===== src/rtl/game_clock_timer.sv =====
// Scoreboard game clock: counts a period down from PERIOD_MIN:00 to 00:00 in BCD,
// driven by the divider's 1 s tap, with run/pause, period advance, buzzer and game-over.
module game_clock_timer #(
    parameter int PERIOD_MIN   = 10,
    parameter int NUM_PERIODS  = 4,
    parameter int BUZZ_SECONDS = 2
) (
    input  logic       clock_in,
    input  logic       reset,
    input  logic       tick_in,
    input  logic       start_pause,
    input  logic       next_period,
    output logic [3:0] min_tens,
    output logic [3:0] min_units,
    output logic [3:0] sec_tens,
    output logic [3:0] sec_units,
    output logic [2:0] period,
    output logic       running,
    output logic       expired,
    output logic       buzzer,
    output logic       game_over
);

    typedef enum logic [2:0] {
        S_IDLE,
        S_RUN,
        S_PAUSE,
        S_EXPIRED,
        S_GAME_OVER
    } state_t;

    localparam logic [3:0] LOAD_TENS   = 4'(PERIOD_MIN / 10);
    localparam logic [3:0] LOAD_UNITS  = 4'(PERIOD_MIN % 10);
    localparam logic [3:0] BUZZ_LOAD   = 4'(BUZZ_SECONDS);
    localparam logic [2:0] LAST_PERIOD = 3'(NUM_PERIODS);

    state_t     state_reg, state_next;
    logic [3:0] mt_reg, mu_reg, st_reg, su_reg;
    logic [3:0] mt_next, mu_next, st_next, su_next;
    logic [3:0] mt_dec, mu_dec, st_dec, su_dec;
    logic [2:0] period_reg, period_next;
    logic       buzz_reg, buzz_next;
    logic [3:0] buzz_cnt_reg, buzz_cnt_next;
    logic [2:0] btn_in, btn_rise;
    logic       tick_rise, sp_rise, np_rise;
    logic       time_zero, time_one;

    // Edge registers reset high so an input already high at release is not an edge.
    assign btn_in = {next_period, start_pause, tick_in};
    genvar gi;
    generate
        for (gi = 0; gi < 3; gi++) begin : g_edge
            logic d_reg;
            always_ff @(posedge clock_in) begin
                if (reset) d_reg <= 1'b1;
                else       d_reg <= btn_in[gi];
            end
            assign btn_rise[gi] = btn_in[gi] & ~d_reg;
        end
    endgenerate
    assign tick_rise = btn_rise[0];
    assign sp_rise   = btn_rise[1];
    assign np_rise   = btn_rise[2];

    assign time_zero = (mt_reg == 4'd0) && (mu_reg == 4'd0) && (st_reg == 4'd0) && (su_reg == 4'd0);
    assign time_one  = (mt_reg == 4'd0) && (mu_reg == 4'd0) && (st_reg == 4'd0) && (su_reg == 4'd1);

    // BCD borrow chain; only applied when the time is non-zero.
    always_comb begin
        mt_dec = mt_reg;
        mu_dec = mu_reg;
        st_dec = st_reg;
        su_dec = su_reg - 4'd1;
        if (su_reg == 4'd0) begin
            su_dec = 4'd9;
            st_dec = st_reg - 4'd1;
            if (st_reg == 4'd0) begin
                st_dec = 4'd5;
                mu_dec = mu_reg - 4'd1;
                if (mu_reg == 4'd0) begin
                    mu_dec = 4'd9;
                    mt_dec = mt_reg - 4'd1;
                end
            end
        end
    end

    always_comb begin
        state_next    = state_reg;
        mt_next       = mt_reg;
        mu_next       = mu_reg;
        st_next       = st_reg;
        su_next       = su_reg;
        period_next   = period_reg;
        buzz_next     = buzz_reg;
        buzz_cnt_next = buzz_cnt_reg;

        if (buzz_reg && tick_rise) begin
            buzz_cnt_next = buzz_cnt_reg - 4'd1;
            if (buzz_cnt_reg <= 4'd1) buzz_next = 1'b0;
        end

        case (state_reg)
            S_IDLE: begin
                if (sp_rise) state_next = S_RUN;
            end
            S_RUN: begin
                if (tick_rise && !time_zero) begin
                    mt_next = mt_dec;
                    mu_next = mu_dec;
                    st_next = st_dec;
                    su_next = su_dec;
                    // Expiry takes priority over a same-cycle pause press.
                    if (time_one) begin
                        state_next    = (period_reg < LAST_PERIOD) ? S_EXPIRED : S_GAME_OVER;
                        buzz_next     = 1'b1;
                        buzz_cnt_next = BUZZ_LOAD;
                    end else if (sp_rise) begin
                        state_next = S_PAUSE;
                    end
                end else if (sp_rise) begin
                    state_next = S_PAUSE;
                end
            end
            S_PAUSE: begin
                if (sp_rise) state_next = S_RUN;
            end
            S_EXPIRED: begin
                if (np_rise) begin
                    period_next = period_reg + 3'd1;
                    mt_next     = LOAD_TENS;
                    mu_next     = LOAD_UNITS;
                    st_next     = 4'd0;
                    su_next     = 4'd0;
                    buzz_next   = 1'b0;
                    state_next  = S_IDLE;
                end
            end
            S_GAME_OVER: begin
            end
            default: state_next = S_IDLE;
        endcase
    end

    always_ff @(posedge clock_in) begin
        if (reset) begin
            state_reg    <= S_IDLE;
            mt_reg       <= LOAD_TENS;
            mu_reg       <= LOAD_UNITS;
            st_reg       <= 4'd0;
            su_reg       <= 4'd0;
            period_reg   <= 3'd1;
            buzz_reg     <= 1'b0;
            buzz_cnt_reg <= 4'd0;
        end else begin
            state_reg    <= state_next;
            mt_reg       <= mt_next;
            mu_reg       <= mu_next;
            st_reg       <= st_next;
            su_reg       <= su_next;
            period_reg   <= period_next;
            buzz_reg     <= buzz_next;
            buzz_cnt_reg <= buzz_cnt_next;
        end
    end

    assign min_tens  = mt_reg;
    assign min_units = mu_reg;
    assign sec_tens  = st_reg;
    assign sec_units = su_reg;
    assign period    = period_reg;
    assign running   = (state_reg == S_RUN);
    assign expired   = (state_reg == S_EXPIRED) || (state_reg == S_GAME_OVER);
    assign game_over = (state_reg == S_GAME_OVER);
    assign buzzer    = buzz_reg;

endmodule


===== config.mk =====
export PLATFORM = sky130hd
export DESIGN_NAME = game_clock_timer
export DESIGN_NICKNAME = d
export VERILOG_FILES = /design/src/rtl/game_clock_timer.sv
export SDC_FILE = /design/constraint.sdc
export NUM_CORES = 1
export LEC_CHECK = 0
export ABC_CLOCK_PERIOD_IN_PS = 2500
export CELL_PAD_IN_SITES_DETAIL_PLACEMENT = 0
export CELL_PAD_IN_SITES_GLOBAL_PLACEMENT = 1
export CORE_MARGIN = 2
export CORE_UTILIZATION = 40
export DETAILED_ROUTE_END_ITERATION = 8
export PLACE_DENSITY = 0.84
export SYNTH_ARGS = -nofsm -noshare
export SYNTH_HDL_FRONTEND = slang
export SYNTH_SLANG_ARGS = --single-unit

===== constraint.sdc =====
create_clock -name clock_in -period 2.5 [get_ports clock_in]
set_input_delay 0.375 -clock clock_in [delete_from_list [all_inputs] [get_ports clock_in]]
set_output_delay 0.375 -clock clock_in [all_outputs]
set_load 0.005 [all_outputs]

==> results by group <==
Setup path
  • R2r worst-path depth: 6
  • WS Path Type: flip-flop to output pin
  • CP endpoint kind: output pin
  • Setup crit start kind: flip-flop
  • Crit path from: state_reg[0]
  • Reg-to-reg critical path endpoint: sec_units[2]
  • RR Startpoint: min_units[0]
  • R2r setup slk: 0.26 ns
  • Worst endpoint required time: 2.12 ns
  • CP Max Fanout: 10
  • Worst Path Arrival: between 1.5 and 2 ns

Yosys
  • YS warnings: 0
  • Post-synth EDFFs: 0
  • Post-Synth Adder-Cell Area: 6.267%
  • Cell variety after synth: 53
  • Seq/Total Area, Yosys: 33.43%
  • Synth cell count leaders: dfxtp_1 (30), nand2_1 (22), a21oi_1 (14), inv_1 (14), ha_1 (9)
  • Fraction of synthesized cell area in xor and xnor cells: 2.437%
  • Post-synthesis mux area share: between 3 and 4%
  • Flops & latches, synth: 30
  • Count leader, synth: dfxtp_1
  • Yosys top cell area share: 33.43%
  • Main area contributors after synthesis: dfxtp_1 (33%), ha_1 (6.3%), nand2_1 (4.6%)
  • Post-synth top area cell: dfxtp_1
  • Synthesized area: 1797 um2
  • Compound-Gate Fraction of Synth Area: 19.57%
  • Synthesized net count: 230
  • Asr flop ratio synth: 0%
  • Commonest register cell after synthesis: dfxtp_1
  • Largest family of logic cells by synthesized area: simple AND/OR/NAND/NOR gates
  • Synth Area per Inst: 8.318 um2
  • Cells after Synth: 216
  • Post-Synth Simple-Gate Area: around 29%

STA
  • FMAX: 426.6 MHz
  • Final min period: about 2.3 ns
  • Final period utilization: 93.77%
  • Max-slew headroom: 61.98%
  • RSZ-0062 raised after global routing: no
  • Worst clock skew: 0.003797 ns
  • Final Hold Viols: 0
  • Final setup fails: 0
  • Max-slew violation count: 0
  • Setup Total Neg Slack: 0 ns
  • Worst Tran Pin Value: 0.5623 ns

GRT
  • Number of global-route vias before repair: roughly 1,500
  • Initial antenna violation count: 0
  • First-pass GRT wire length: 7.314 mm
  • Gr ovfl total: 0
  • Pin count of the biggest net entering global routing: 15
  • Gr usage total: 18.27%

Clocking
  • Post-CTS Setup Bufs: 0
  • Post-CTS resize count: 0
  • Clk Latency, worst-skew pair: 0.28 ns
  • H-tree depth: 2
  • Longest Clk Path Bufs: 2
  • CTS tree: yes
  • Clock Tree Root: clkbuf_8
  • Cts hold-fix bufs: 0
  • TritonCTS Buffers: 5
  • Clock slew at reported path FFs: 0.06 ns
  • Num Clock Sinks: 30

Route
  • Final wirelength: between 4 and 5 mm
  • Vias: 1,640
  • DR DRC count: 0
  • Antenna Nets Post-Route: 0
  • Drt wl/cell: 14.77 um
  • 1st-pass router iterations: 4
  • Initial DRC Count: 121
  • Via density: 5.559

Place
  • Gpl congestion: 0.8215
  • Hpwl dp: 3.168 mm
  • PortBufs: 27
  • DP Cell Count: 288

Power
  • Leak Pwr: slightly below 0.8 nW
  • Max VDD drop: 0.1907 mV
  • PwrDens: approximately 430 nW/um2

Die
  • Die Ht: approximately 71 um
  • Placement Rows: 24
  • Initial Util: 41.26%
  • Core area: 4354 um2
  • DIE AREA: between 5000 and 6000 um2
  • Die X: between 70 and 80 um
  • # IOs: 28

Final layout
  • Final Non-Filler Cells: approximately 300
  • Layout cells sized above 1: 6.996%
  • Diodes inserted: 0
  • Fin nets: between 200 and 300
  • P&R area growth vs syn: 21.80%

Hold path
  • Worst Hold Class: flip-flop to flip-flop
  • Worst Hold Path Cells: 2
  • Worst Min Path Start: min_tens[3]
  • Hold worst-path end: min_tens[3]

Run status
  • Outcome: completed

Run
  • Max-Cap Viols: 0
[cell families after synthesis]
group,Yosys count
simple gates,91
compound gates,50
flops,30
buf+inv,24
fa+ha+maj,9
mux,7
xor+xnor,5
[routing by layer]
layer	up-vias	track usage, %	share of wire [%]
li1	850	-	-
met1	754	25.59	49
met2	31	27.62	45
met3	5	4.701	4.2
met4	0	5.660	1.2
met5	-	0	0
[worst max path at each step]
stage	slack, ns	to
after global routing	0.06	min_units[2]
after detailed placement	0.25	min_tens[3]
final	0.16	running
after CTS	0.15	running
after floorplan	0.46	sec_units[2]
after global placement	0.28	min_tens[3]
[report_power, final]
group	total, mW	switching (mW)	internal [mW]
Clock	0.368	0.177	0.191
Sequential	0.490	0.00619	0.484
Combinational	0.0742	0.0408	0.0334
Total	0.932	0.224	0.709
[per-stage QoR]
stage | power, mW | hold slack (ns) | cell area [um2] | setup slack [ns] | util (%)
after global placement | 0.5741 | 0.4819 | 2112 | 0.2761 | 48.51
final | 0.9322 | 0.4898 | 2188 | 0.1559 | 50.26
after detailed placement | 0.5743 | 0.4842 | 2112 | 0.2478 | 48.51
after CTS | 0.9421 | 0.4963 | 2188 | 0.1458 | 50.26
after global routing | 0.9713 | 0.5205 | 2188 | 0.06025 | 50.26
after floorplan | 0.5456 | 0.4672 | 1797 | 0.4566 | -
[area by class of cell]
type | instances | area [um2]
clock buffers | 7 | 76.32
fillers | 431 | 2166
inverters | 14 | 52.55
multi-input cells | 162 | 1101
flip-flops and latches | 30 | 600.6
well taps | 52 | 65.06
repair buffers | 30 | 292.8
[worst max-delay path: stages (launching register included)]
cell and delay [ns]:
dfxtp_1 0.48, or3b_2 0.51, inv_1 0.16, clkdlybuf4s50_1 0.53
[placed cells by master (no fill, tap or decap), types with 5 or more instances in the layout]
cell	n
mux2i_1	7
nand2b_1	6
dfxtp_1	30
o21ai_0	7
nand2_1	22
nor3_1	6
ha_1	9
inv_1	14
nand3_1	8
clkbuf_8	5
a21oi_1	14
nor2_1	8
clkdlybuf4s50_1	27
Power figures use the tool's default switching activity.
